`src/rtl/conv_out_writer_if.sv`:
```
// Stream-in / memory-out bundle for conv_out_writer.
// slave  : the writer (consumes the PE stream, drives the memory port).
// master : the environment (drives the PE stream, observes the memory port).
interface conv_out_writer_if #(
  parameter int unsigned ADDR_W = 16
);
  logic              in_valid;
  logic [31:0]       in_data;
  logic              in_ready;
  logic              mem_wr_en;
  logic [ADDR_W-1:0] mem_addr;
  logic [7:0]        mem_wdata;

  modport slave (
    input  in_valid,
    input  in_data,
    output in_ready,
    output mem_wr_en,
    output mem_addr,
    output mem_wdata
  );

  modport master (
    output in_valid,
    output in_data,
    input  in_ready,
    input  mem_wr_en,
    input  mem_addr,
    input  mem_wdata
  );
endinterface

```
`src/rtl/conv_out_writer.sv`:
```
// Writer side of the conv memory interface: requantizes 32-bit PE results to bytes and
// writes them linearly (channel-major, row-major planes) starting at a latched base address.
// Build option: define CONV_OUT_RELU_EN for ReLU + unsigned saturation; otherwise the
// requantizer saturates to a signed byte.
module conv_out_writer #(
  parameter int unsigned NUM_CH = 4,
  parameter int unsigned OUT_W  = 13,
  parameter int unsigned ADDR_W = 16,
  parameter int unsigned SHIFT  = 8
) (
  input  logic              clk,
  input  logic              rst,
  input  logic              start,
  input  logic [ADDR_W-1:0] base_addr,
  output logic              busy,
  output logic              done,
  conv_out_writer_if.slave  bus
);

  localparam int unsigned TOTAL = NUM_CH * OUT_W * OUT_W;
  localparam int unsigned CNT_W = $clog2(TOTAL + 1);

  typedef enum logic [1:0] {StIdle, StRun, StFlush, StDone} state_e;

  state_e            state_q, state_d;
  logic [CNT_W-1:0]  count_q, count_d;
  logic [ADDR_W-1:0] base_q, base_d;
  logic              wr_en_q, wr_en_d;
  logic [ADDR_W-1:0] addr_q, addr_d;
  logic [7:0]        wdata_q, wdata_d;
  logic              accept;

  // Arithmetic shift (floor), then saturate; the byte never wraps.
  function automatic logic [7:0] requant(input logic [31:0] x);
    logic signed [31:0] s;
    logic [7:0]         r;
    s = $signed(x) >>> SHIFT;
`ifdef CONV_OUT_RELU_EN
    if (s < 0) begin
      r = 8'h00;
    end else if (s > 32'sd255) begin
      r = 8'hFF;
    end else begin
      r = s[7:0];
    end
`else
    if (s < -32'sd128) begin
      r = 8'h80;
    end else if (s > 32'sd127) begin
      r = 8'h7F;
    end else begin
      r = s[7:0];
    end
`endif
    return r;
  endfunction

  // Next-state: FSM sequencing, word counting and the registered write port.
  always_comb begin
    state_d = state_q;
    count_d = count_q;
    base_d  = base_q;
    wr_en_d = 1'b0;
    addr_d  = addr_q;
    wdata_d = wdata_q;
    accept  = bus.in_valid && (state_q == StRun);

    unique case (state_q)
      StIdle: begin
        if (start) begin
          state_d = StRun;
          base_d  = base_addr;
          count_d = '0;
        end
      end
      StRun: begin
        if (accept) begin
          wr_en_d = 1'b1;
          // Address wraps modulo 2^ADDR_W by truncation.
          addr_d  = base_q + ADDR_W'(count_q);
          wdata_d = requant(bus.in_data);
          count_d = count_q + CNT_W'(1);
          if (count_q == CNT_W'(TOTAL - 1)) begin
            state_d = StFlush;
          end
        end
      end
      // Final write is visible during FLUSH; DONE follows one cycle later.
      StFlush: state_d = StDone;
      StDone:  state_d = StIdle;
      default: state_d = StIdle;
    endcase
  end

  // State registers; reset wins over any transfer in flight.
  always_ff @(posedge clk) begin
    if (rst) begin
      state_q <= StIdle;
      count_q <= '0;
      base_q  <= '0;
      wr_en_q <= 1'b0;
      addr_q  <= '0;
      wdata_q <= '0;
    end else begin
      state_q <= state_d;
      count_q <= count_d;
      base_q  <= base_d;
      wr_en_q <= wr_en_d;
      addr_q  <= addr_d;
      wdata_q <= wdata_d;
    end
  end

  assign bus.in_ready  = (state_q == StRun);
  assign bus.mem_wr_en = wr_en_q;
  assign bus.mem_addr  = addr_q;
  assign bus.mem_wdata = wdata_q;
  assign busy          = (state_q != StIdle);
  assign done          = (state_q == StDone);

endmodule
```
`src/flat_wrapper.sv`:
```
// flat-port wrapper written by rule: the top's interface ports become plain ports
module conv_out_writer_flat 
#(
  parameter int unsigned NUM_CH = 4,
  parameter int unsigned OUT_W  = 13,
  parameter int unsigned ADDR_W = 16,
  parameter int unsigned SHIFT  = 8
)
  (clk, rst, start, base_addr, busy, done, bus_in_valid, bus_in_data, bus_in_ready, bus_mem_wr_en, bus_mem_addr, bus_mem_wdata);
  conv_out_writer_if #(.ADDR_W(ADDR_W)) bus_i ();
  input  logic clk;
  input  logic rst;
  input  logic start;
  input  logic [ADDR_W-1:0] base_addr;
  output logic busy;
  output logic done;
  input wire logic [$bits(bus_i.in_valid)-1:0] bus_in_valid;
  input wire logic [$bits(bus_i.in_data)-1:0] bus_in_data;
  output wire logic [$bits(bus_i.in_ready)-1:0] bus_in_ready;
  output wire logic [$bits(bus_i.mem_wr_en)-1:0] bus_mem_wr_en;
  output wire logic [$bits(bus_i.mem_addr)-1:0] bus_mem_addr;
  output wire logic [$bits(bus_i.mem_wdata)-1:0] bus_mem_wdata;
  assign bus_i.in_valid = bus_in_valid;
  assign bus_i.in_data = bus_in_data;
  assign bus_in_ready = bus_i.in_ready;
  assign bus_mem_wr_en = bus_i.mem_wr_en;
  assign bus_mem_addr = bus_i.mem_addr;
  assign bus_mem_wdata = bus_i.mem_wdata;
  conv_out_writer #(.NUM_CH(NUM_CH), .OUT_W(OUT_W), .ADDR_W(ADDR_W), .SHIFT(SHIFT)) u_core (.clk(clk), .rst(rst), .start(start), .base_addr(base_addr), .busy(busy), .done(done), .bus(bus_i));
endmodule
```
`config.mk`:
```
export PLATFORM = sky130hd
export DESIGN_NAME = conv_out_writer_flat
export DESIGN_NICKNAME = d
export VERILOG_FILES = /design/src/rtl/conv_out_writer_if.sv /design/src/rtl/conv_out_writer.sv /design/src/flat_wrapper.sv
export SDC_FILE = /design/constraint.sdc
export NUM_CORES = 1
export LEC_CHECK = 0
export CELL_PAD_IN_SITES_DETAIL_PLACEMENT = 2
export CELL_PAD_IN_SITES_GLOBAL_PLACEMENT = 2
export CORE_ASPECT_RATIO = 0.6
export CORE_UTILIZATION = 24
export CTS_CLUSTER_SIZE = 24
export DETAILED_ROUTE_END_ITERATION = 16
export GPL_TIMING_DRIVEN = 0
export HOLD_SLACK_MARGIN = 0.15
export PLACE_DENSITY_LB_ADDON = 0.1
export SLEW_MARGIN = 5
export SYNTH_ARGS = -nofsm -noshare
export SYNTH_HDL_FRONTEND = slang
export SYNTH_SLANG_ARGS = --single-unit
```
`constraint.sdc`:
```
create_clock -name clk -period 1.9 [get_ports clk]
set_input_delay 0.19 -clock clk [delete_from_list [all_inputs] [get_ports clk]]
set_output_delay 0.19 -clock clk [all_outputs]
set_load 0.01 [all_outputs]
```
Yosys cells after proc, flatten, opt, wreduce, memory -nomap -nowiden
Index checks and enable logic that the tools add are counted.
{"block": "totals", "inputBits": 52, "mem_bits_rw": 0, "n_memories": 0, "wordCells": 37, "ff_bits": 53, "romBits": 0, "latch_bits": 0, "out_inout_bits": 28}
{"block": "op_classes", "add_sub_neg": 2, "shift": 0, "bitwise": 1, "reduce_logical": 9, "div_mod_pow": 0, "n_mux": 10, "order_cmp": 2, "multipliers": 0, "eq_ne": 7}
{"operator": "$gt A24 B8 Y1 const B", "n": 1}
{"operator": "$lt A24 B8 Y1 const B", "n": 1}
{"operator": "$mux W10", "n": 2}
{"operator": "$pmux W10 S2", "n": 1}
{"operator": "$add A16 B10 Y16", "n": 1}
{"operator": "$mux W8", "n": 2}
{"operator": "$add A10 B1 Y10 const B", "n": 1}
{"operator": "$eq A10 B10 Y1 const B", "n": 1}
{"operator": "$pmux W2 S4", "n": 1}
{"operator": "$mux W2", "n": 3}
{"operator": "$reduce_and A3 Y1", "n": 2}
{"operator": "$eq A2 B2 Y1 const B", "n": 2}
{"operator": "$ne A2 B1 Y1 const B", "n": 2}
{"operator": "$reduce_and A2 Y1", "n": 2}
{"operator": "$reduce_bool A2 Y1", "n": 2}
{"operator": "$eq A2 B1 Y1 const B", "n": 1}
{"operator": "$logic_not A2 Y1", "n": 1}
{"operator": "$ne A2 B2 Y1 const B", "n": 1}
{"operator": "$reduce_or A2 Y1", "n": 1}
{"operator": "$logic_and A1 B1 Y1", "n": 1}
{"operator": "$mux W1", "n": 1}
{"operator": "$not A1 Y1", "n": 1}

Logic depth before layout (Yosys ltp)
Gate-level depths: netlist of run 1.
{"block": "depth", "word_depth": 4, "depth_mapped": 9, "ltp_nobuf": 7}

Least setup slack after synthesis of run 1
No wires, ideal clock.
{"block": "synth_timing", "kind": "reg-to-reg", "start": "register u_core.count_q[0]", "end": "register u_core.addr_q[12] (netlist: u_core.bus.mem_addr[12])", "t_required_ns": 1.809, "n_path_buf": 0, "setup_slack_ns": -0.116, "period_less_slack_ns": 2.016, "arrival_ns": 1.925, "setup_ns": 0.091, "path_stages_with_launch": 8, "path_cell_list": "dfxtp_1 -> ha_1 -> fa_1 -> a211oi_2 -> o21ai_1 -> a31oi_1 -> o21ai_0 -> a311oi_1"}
{"block": "synth_via", "elab_chain_len": 1}
{"item": "from (decl)", "line": "conv_out_writer.sv:26", "rtl": "logic [CNT_W-1:0] count_q, count_d;"}
{"item": "from (signal assigned)", "line": "conv_out_writer.sv:106", "rtl": "count_q <= count_d;"}
{"item": "$add A16 B10 Y16", "line": "conv_out_writer.sv:80", "rtl": "addr_d = base_q + ADDR_W'(count_q);"}
{"item": "to (signal assigned)", "line": "conv_out_writer.sv:109", "rtl": "addr_q <= addr_d;"}
{"item": "to (decl)", "line": "conv_out_writer.sv:29", "rtl": "logic [ADDR_W-1:0] addr_q, addr_d;"}
No other way between the ends.
A chain may end at the register's enable or synchronous reset.

Worst setup path after layout of run 1
{"block": "layout_timing", "start": "register u_core.base_q[0]", "end": "register u_core.addr_q[12] (netlist: u_core.bus.mem_addr[12])"}
{"block": "layout_via", "elab_chain_len": 1}
{"item": "from (decl)", "line": "conv_out_writer.sv:27", "rtl": "logic [ADDR_W-1:0] base_q, base_d;"}
{"item": "from (signal assigned)", "line": "conv_out_writer.sv:107", "rtl": "base_q <= base_d;"}
{"item": "$add A16 B10 Y16", "line": "conv_out_writer.sv:80"}
No other way between the ends.

==> results of run 1 <==
cell type report:
cell class                      instances  area [µm²]
Buffer                                 13        68.8
Clock buffer                            6         139
Clock inverter                          2        16.3
Fill cell                            1197        6740
Inverter                                7        26.3
Multi-Input combinational cell        256        1780
Sequential cell                        53        1080
Tap cell                              139         174
Timing Repair Buffer                   81         791
state kept, by name, summed over array words and instances, names as in the netlist:
name and cells:
u_core.base_q 16, u_core.bus.mem_addr 16, u_core.bus.mem_wdata 8, u_core.bus.mem_wr_en 1, u_core.count_q 10, u_core.state_q 2
stage by stage:
stage	hold WS, ns	total power [mW]	setup TNS, ns	utilization (%)
2_1_floorplan	0.326	2.10	0	-
3_3_place_gp	0.441	2.65	-6.21	33.4
3_5_place_dp	0.457	2.69	-7.84	33.4
4_1_cts	0.369	3.79	-0.437	36.4
5_1_grt	0.384	4.15	-0.623	37.7
6_report	0.342	3.91	-0.140	37.7
repair_timing:
action | 4_1_cts | 5_1_grt
pin swaps | 11 | 17
resized for setup | 38 | 28
endpoints found under the setup margin | 43 | 35
endpoints found under the hold margin | 0 | 0
buffers inserted | 5 | 5
cloned | 0 | 1
cells by family after synthesis:
kind of cell	Yosys count
fa+ha+maj	16
xor+xnor	9
flops	53
simple gates	139
buf+inv	22
mux	2
compound gates	90
cells in the mapped netlist (2+ instances only):
library cell,number
dfxtp_1,53
nor3_1,4
nand3_1,8
a32oi_1,3
o21bai_1,3
ha_1,15
nor4_1,7
nand4b_1,6
buf_1,2
inv_1,7
o21ai_1,2
or4_1,3
a21o_1,8
and3_1,3
nor2_1,16
nand2_1,58
xor2_1,6
buf_2,2
o21ai_0,17
a211o_1,2
or2_2,2
a211oi_1,2
a31oi_1,3
and4_1,2
a21oi_1,40
and2_1,2
xnor2_1,3
or3_1,4
nand3b_1,6
nand2b_1,4
clkbuf_1,11
nand4_1,11
final timing paths:
check / cells after the start / start / slack (ns) / endpoint
worst max-delay path: 7 / u_core.base_q[0]$_SDFFE_PP0P_ / -0.03 / u_core.bus.mem_addr[12]$_SDFFE_PP0P_
worst min-delay path: 2 / rst / 0.34 / u_core.base_q[0]$_SDFFE_PP0P_
worst max register to register: 7 / u_core.base_q[0]$_SDFFE_PP0P_ / -0.03 / u_core.bus.mem_addr[12]$_SDFFE_PP0P_
worst min register to register: 2 / u_core.bus.mem_addr[4]$_SDFFE_PP0P_ / 0.46 / u_core.bus.mem_addr[4]$_SDFFE_PP0P_
power breakdown:
group	total, mW	leakage (nW)	internal (mW)	switching (mW)
logic	1.48	0.973	0.692	0.788
registers	1.45	0.436	1.28	0.167
clock network	0.987	0.0735	0.531	0.456
total	3.91	1.48	2.50	1.41
per-layer routing:
| layer | GRT usage [%] | part of all wire [%] |
|---|---|---|
| met5 | 0 | 0 |
| met2 | 25.2 | 38 |
| met1 | 27.9 | 55 |
| met3 | 3.88 | 5.4 |
| met4 | 3.90 | 0.76 |
worst register-to-register path: cells and delay by family, from the launching register on:
family                     cells  cell delay [ns]
adders and majority gates      2             0.53
DFF                            1             0.36
AOI/OAI and AO/OA              5             0.97
==> metrics.yaml, run 1 <==
status: "finished, violations left"
violations: "negative setup slack"
synth_area_leader_cell: "dfxtp_1"
clkSlewWorstSetupHoldPaths_ns: 0.07
synth_top_family_by_area: "simple AND/OR/NAND/NOR gates"
finalNetCount: 485
final_common_cell: "clkdlybuf4s50_1"
initial_utilization_pct: 25.2
drc: 0
cp_slowest_cell: "fa_2"
clk-insertion-delay-late_ns: 0.30
firstDrtPassIters: 4
cts_sinks: 53
vias: 2825
clock_skew_ns: 0.00616
relSlewSlack_pct: 58.1
syn-num-nets: 399
ys_seq_area_share_pct: 38.9
grt_first_pass_wirelength_um: 16500
max_cap_viol_count: 0
crit_buf_inv: 0
drive_above_1_share_pct: 16.7
fin_area_mm2: 0.00408
insertedDiodeCount: 0
io_pins: 80
synthAdderAreaFrac_pct: 7.61
antenna_found_initial: 0
synth_xor_area_share_pct: 2.89
ant_nets: 0
die_w_um: 140
final_cell_count_no_fill: 557
setup_viol: 6
cts_buffer_depth: 2
worst_pin_slew_ns: 0.621
place_congestion: 0.755
worstPathRequired_ns: 2.11
cp_max_fo: 5
area_growth_pct: 49.4
hold_class: "in -> reg"
place_inst: 540
rsz0062_at_grt: "true"
cp-start-kind: "flop"
ir_worst_vdd_mv: 0.411
dp_slack_ns: -0.411
grt_max_degree: 18
wirelength_um: 10400
avgSynthCellArea_um2: 8.24
p_leak_nw: 1.48
cts_tree: "yes"
vias_per_cell: 5.07
io_buffers: 70
worstSetupEndpointType: "flop"
cts_root_buf: "clkbuf_16"
synth_area_leaders: "dfxtp_1 39%, nand2_1 8.0%, a21oi_1 7.3%, ha_1 6.9%, o21ai_0 3.1%"
synth_edf_count: 0
core_mm2: 0.0108
synth_ff_type: "dfxtp_1"
first_iter_violations: 145
ys_ff_latch: 53
rows: 29
synth.area.mux_share_pct: 0.780
crit_family: "compound AO/OA/AOI/OAI gates"
postCtsHoldBufs: 0
yosysWarnings: 0
setup_ws_ns: -0.0287
hold_viol: 0
fp.dieH_um: 84.6
crit_arrival_ns: 2.14
netlist_instances: 331
cts_max_level: 2
synth-compound-area-share_pct: 20.6
place_area_mm2: 0.00361
grt_pass1_vias: 2929
numCtsBuffers: 5
path_class: "reg -> reg"
cp_slowest_stage_delay_ns: 0.37
async_flop_share_pct: 0
wl_per_cell_um: 18.7
finalMaxSlewViolations: 0
dieArea_mm2: 0.0118
pwr_density_cell_mw_per_mm2: 960
post-route-min-period_ns: 1.93
layout_common_cells: "70 x clkdlybuf4s50_1, 56 x nand2_1, 44 x dfxtp_1"
synthesis.area_mm2: 0.00273
synth-simple-area-share_pct: 26.1
gr-total-overflow: 0
grt_usage_pct: 18.1
max_freq_mhz: 518
dp_hpwl_um: 7860
synth_top_cell_area_share_pct: 38.9
period_share_pct: 102
synth_cell_type_count: 48
crit_chain: "ha_4, fa_2, a211oi_4, o21ai_2, a31oi_4, o21ai_1, a311oi_1"
(Power assumes the default switching activity.)
==> run 2, diff against run 1 <==
- CORE_MARGIN: unset -> 5
==> metrics.yaml, run 2 (synthesis results as in run 1) <==
rsz0062_at_grt: "true"
hold_ws_ns: 0.332  # -0.00982 ns
antenna_found_initial: 0  # unchanged
clkSlewWorstSetupHoldPaths_ns: 0.07  # about the same
dp_hpwl_um: 7920  # +0.82%
die_w_um: 148  # +5.7%
place_inst: 545  # +0.93%
insertedDiodeCount: 0  # unchanged
cp_max_fo: 6  # +1
dieArea_mm2: 0.0137  # +16%
final_cell_count_no_fill: 561  # +0.72%
setup_ws_ns: -0.136  # -0.108 ns
area_growth_pct: 46.8
crit_chain: "ha_4, fa_2, a211oi_4, o21ai_2, a31oi_4, nor4_1, a211o_1"
first_iter_violations: 118  # -19%
ff2ff_path_depth: 7  # unchanged
initial_utilization_pct: 24.3  # -0.92 points
clk-insertion-delay-late_ns: 0.30  # about the same
cp_slowest_cell: "fa_2"
status: "finished, violations left"
worst_pin_slew_ns: 0.601  # -0.0194 ns
vias: 2797  # -0.99%
io_buffers: 70  # unchanged
reg2reg_from: "u_core.count_q[0]$_SDFFE_PP0P_"
period_share_pct: 107  # +5.7 points
grt_usage_pct: 15.4  # -2.8 points
worstPathRequired_ns: 2.08  # -0.03 ns
hold_viol: 0  # unchanged
place_congestion: 0.807  # +6.9%
cts_tree: "yes"
post-route-min-period_ns: 2.04  # +0.108 ns
finalNetCount: 484  # -0.21%
grt_max_degree: 17  # -1
fill_cells: 1241  # +3.7%
cp_slowest_stage_delay_ns: 0.38  # about the same
violations: "negative setup slack"
grt_pass1_vias: 3011  # +2.8%
drive_above_1_share_pct: 15.3  # -1.4 points
grt_first_pass_wirelength_um: 16800  # +1.6%
layout_common_cells: "70 x clkdlybuf4s50_1, 55 x nand2_1, 46 x dfxtp_1"
hp-start: "rst"
ir_worst_vdd_mv: 0.371  # -9.7%
clock_skew_ns: 0.00782  # +0.00166 ns
setup_viol: 7  # +1
hold_class: "in -> reg"
firstDrtPassIters: 4  # unchanged
max_freq_mhz: 491  # -5.3%
gr-total-overflow: 0  # unchanged
wl_per_cell_um: 18.7  # about the same
io_pins: 80  # unchanged
cp-start-kind: "flop"
vias_per_cell: 4.99  # -1.7%
worstReg2RegEnd: "u_core.bus.mem_addr[10]$_SDFFE_PP0P_"
final_common_cell: "clkdlybuf4s50_1"
dp_slack_ns: -0.388  # +0.0234 ns
wirelength_um: 10500  # +0.66%
p_leak_nw: 1.46  # -1.3%
rrSetupSlack_ns: -0.14  # -0.11 ns
relSlewSlack_pct: 59.4  # +1.3 points
drc: 0  # unchanged
hold_path_end: "u_core.base_q[0]$_SDFFE_PP0P_"
whs_path_depth: 2  # unchanged
finalMaxSlewViolations: 0  # unchanged
rows: 30  # +3.4%
cts_root_buf: "clkbuf_16"
pwr_density_cell_mw_per_mm2: 942  # -1.8%
path_class: "reg -> reg"
crit_arrival_ns: 2.22  # +0.08 ns
cts_buffer_depth: 2  # unchanged
max_cap_viol_count: 0  # unchanged
core_mm2: 0.0112  # +3.8%
numCtsBuffers: 5  # unchanged
fp.dieH_um: 92.6  # +9.5%
cts_sinks: 53  # unchanged
ant_nets: 0  # unchanged
worstSetupEndpointType: "flop"
cts_max_level: 2  # unchanged
==> run 2: changes by cell type in the layout (fill, tap and decap cells not counted), sizes merged <==
cell	change
buf	-1
inv	-1
clkinvlp	+1
==> run 2: metrics by stage <==
stage | cell area (µm²) | TNS [ns] | power, mW | util [%]
after floorplan | 2740 | 0 | 2.10 | -
after global placement | 3620 | -6.26 | 2.65 | 32.2
after detailed placement | 3620 | -7.87 | 2.70 | 32.2
after CTS | 3910 | -0.481 | 3.75 | 34.8
after global routing | 4010 | -1.30 | 4.04 | 35.7
final | 4010 | -0.649 | 3.77 | 35.7
==> run 2: final cells by class <==
cell class              count  area [µm²]  area share, %
plain buffers              13        68.8           1.72
clock buffers               6         129           3.22
clock inverters             2        15.0          0.375
inverters                   7        26.3          0.656
multi-input cells         256        1730           43.2
flip-flops and latches     53        1070           26.8
well taps                 144         180           4.50
repair buffers             80         783           19.6
==> run 2: power by group <==
part	switching, mW	internal, mW	leakage [nW]	total, mW
logic	0.771	0.647	0.966	1.42
registers	0.154	1.28	0.434	1.43
clock network	0.434	0.490	0.0631	0.925
==> run 2: routing by layer <==
metal,up-vias,wire length [µm],global-route usage (%)
li1,1371,-,-
met1,1367,5810,23.9
met2,55,4220,21.8
met3,4,404,3.23
met4,0,55,2.40
met5,-,0,0
==> run 2: worst max-delay path by stage <==
stage                                               from                                   end  cells after the start
after floorplan           u_core.count_q[0]$_SDFFE_PP0P_  u_core.bus.mem_addr[12]$_SDFFE_PP0P_                      7
after global placement    u_core.state_q[1]$_SDFFE_PP0P_   u_core.bus.mem_addr[5]$_SDFFE_PP0P_                      8
after detailed placement  u_core.state_q[1]$_SDFFE_PP0P_   u_core.bus.mem_addr[5]$_SDFFE_PP0P_                      8
after CTS                 u_core.count_q[0]$_SDFFE_PP0P_  u_core.bus.mem_addr[12]$_SDFFE_PP0P_                      7
after global routing      u_core.count_q[7]$_SDFFE_PP0P_  u_core.bus.mem_addr[12]$_SDFFE_PP0P_                      6
final                     u_core.count_q[0]$_SDFFE_PP0P_  u_core.bus.mem_addr[10]$_SDFFE_PP0P_                      7
==> run 2: critical path: cells and delay by family, from the launching register on <==
family	cells	cell delay (ns)
AOI/OAI and AO/OA	4	0.96
adders and majority gates	2	0.54
DFF	1	0.35
and+or+nand+nor	1	0.08
==> run 2: timing repair <==
action	in CTS	in global routing
resized for setup	31	23
buffers inserted	5	5
hold buffers	0	0
pin swaps	10	14
setup endpoints to repair	43	39
==> run 3, diff against run 2 <==
- CAP_MARGIN: unset -> 15
- CORE_UTILIZATION: 24 -> 29
- clock period: 1.9 -> 2.63 ns (I/O delays scaled with it)
==> metrics.yaml, run 3 (synthesis results as in run 1) <==
seqPwrFrac_pct: 36.8  # -1.1 points
cts_setup_buffers: 0  # -5
fp.dieH_um: 85.1  # -8.1%
path_class: "reg -> reg"
vias_per_cell: 5.21  # +4.5%
numCtsBuffers: 5  # unchanged
die_w_um: 135  # -8.4%
ctsResizeCount: 0  # -100%
pwr_density_cell_mw_per_mm2: 738  # -22%
post-route-min-period_ns: 2.37  # +0.338 ns
relSlewSlack_pct: 54.2  # -5.2 points
crit_arrival_ns: 2.58  # +0.36 ns
rows: 27  # -10%
tns_ns: 0  # +0.649 ns
ir_worst_vdd_mv: 0.256  # -31%
finalMaxSlewViolations: 0  # unchanged
clkSlewWorstSetupHoldPaths_ns: 0.07  # about the same
cts_sinks: 53  # unchanged
area_growth_pct: 38.9
multi_input_area_mm2: 0.00159  # -8.2%
grt_pass1_vias: 3008  # -0.10%
place_congestion: 0.753  # -6.7%
cp_slowest_cell: "fa_1"
p_comb_share_pct: 32.5  # -5.1 points
cts_buffer_depth: 2  # unchanged
clk-insertion-delay-late_ns: 0.30  # about the same
io_buffers: 70  # unchanged
status: "finished clean"
wl_per_cell_um: 19.3  # +3.3%
cp_slowest_stage_delay_ns: 0.45  # +0.07 ns
worstSetupEndpointType: "flop"
grt_usage_pct: 18.6  # +3.2 points
period_share_pct: 90.3  # -17 points
switching_share_pct: 34.1  # -1.9 points
hold_ws_ns: 0.388  # +0.0561 ns
max_cap_viol_count: 0  # unchanged
power_frac_clock_pct: 30.7  # +6.2 points
ant_nets: 0  # unchanged
cp-start-kind: "flop"
cts_max_level: 2  # unchanged
dieArea_mm2: 0.0115  # -16%
grt_max_degree: 17  # unchanged
hold_viol: 0  # unchanged
initial_utilization_pct: 29.7  # +5.4 points
hold_class: "in -> reg"
clock_skew_ns: 0.00672  # -0.00110 ns
crit_chain: "ha_1, fa_1, a211oi_2, o21ai_1, a31oi_2, o21ai_0, a311oi_1"
worstPathRequired_ns: 2.84  # +0.76 ns
insertedDiodeCount: 0  # unchanged
worst_pin_slew_ns: 0.686  # +0.0842 ns
antenna_found_initial: 0  # unchanged
fill_cells: 1058  # -15%
gr-total-overflow: 0  # unchanged
final_common_cell: "clkdlybuf4s50_1"
postCtsHoldBufs: 0  # unchanged
dp_hpwl_um: 8230  # +3.8%
cts_tree: "yes"
setup_viol: 0  # -7
power.switching_uw: 955  # -30%
seq_area_mm2: 0.00106  # -1.1%
max_freq_mhz: 421  # -14%
layout_common_cells: "70 x clkdlybuf4s50_1, 58 x nand2_1, 53 x dfxtp_1"
rsz0062_at_grt: "false"
finalNetCount: 476  # -1.7%
wirelength_um: 10400  # -0.78%
firstDrtPassIters: 6  # +2
cp_max_fo: 6  # unchanged
cts_root_buf: "clkbuf_16"
drive_above_1_share_pct: 4.65  # -11 points
drc: 0  # unchanged
p_int_mw: 1.84  # -24%
vias: 2809  # +0.43%
core_mm2: 0.00919  # -18%
p_leak_nw: 1.42  # -2.6%
grt_first_pass_wirelength_um: 16900  # +0.95%
io_pins: 80  # unchanged
first_iter_violations: 129  # +9.3%
## run 3: final timing paths
| path | from | endpoint | slack (ns) | cells past startpoint |
|---|---|---|---|---|
| worst max-delay path | u_core.count_q[0]$_SDFFE_PP0P_ | u_core.bus.mem_addr[12]$_SDFFE_PP0P_ | 0.26 | 7 |
| worst min-delay path | rst | u_core.base_q[0]$_SDFFE_PP0P_ | 0.39 | 2 |
| worst max register to register | u_core.count_q[0]$_SDFFE_PP0P_ | u_core.bus.mem_addr[12]$_SDFFE_PP0P_ | 0.26 | 7 |
| worst min register to register | u_core.bus.mem_wdata[0]$_SDFFE_PP0P_ | u_core.bus.mem_wdata[0]$_SDFFE_PP0P_ | 0.46 | 2 |
## run 3: final cells by class
| class | instances | area share, % |
|---|---|---|
| Buffer | 15 | 1.55 |
| Clock buffer | 5 | 3.30 |
| Clock inverter | 3 | 1.72 |
| Inverter | 7 | 0.694 |
| Multi-Input combinational cell | 256 | 41.9 |
| Sequential cell | 53 | 28.0 |
| Tap cell | 130 | 4.29 |
| Timing Repair Buffer | 70 | 18.5 |
## run 3: power groups by stage
stage | Sequential (mW) | Clock, mW | Combinational [mW]
floorplan | 1.02 | 0 | 0.490
global placement | 1.03 | 0 | 0.876
detailed placement | 1.05 | 0 | 0.912
CTS | 1.03 | 0.872 | 0.920
global route | 1.04 | 0.907 | 1.02
finish | 1.03 | 0.859 | 0.909
## run 3: per-stage QoR
step | power [mW] | cell area (µm²) | utilization, % | worst slack (ns) | std cells
5_1_grt | 2.97 | 3790 | 41.2 | 0.00982 | 539
2_1_floorplan | 1.51 | 2730 | - | 0.614 | 331
3_3_place_gp | 1.91 | 3590 | 39.1 | 0.257 | 531
3_5_place_dp | 1.96 | 3590 | 39.1 | 0.164 | 531
4_1_cts | 2.82 | 3780 | 41.1 | 0.114 | 539
6_report | 2.80 | 3790 | 41.2 | 0.255 | 539
## run 3: worst max-delay path: cells and delay by family, from the launching register on
| kind | cells | cell delay, ns |
|---|---|---|
| AOI/OAI and AO/OA | 5 | 1.24 |
| adders and majority gates | 2 | 0.68 |
| DFF | 1 | 0.37 |
## run 3: routing by layer
metal  up-vias  part of all wire, %  track usage, %
li1       1352                    -               -
met4         0                 0.30            3.02
met3         2                  3.6            3.55
met1      1376                   54            28.4
met5         -                    0               0
met2        79                   42            27.3
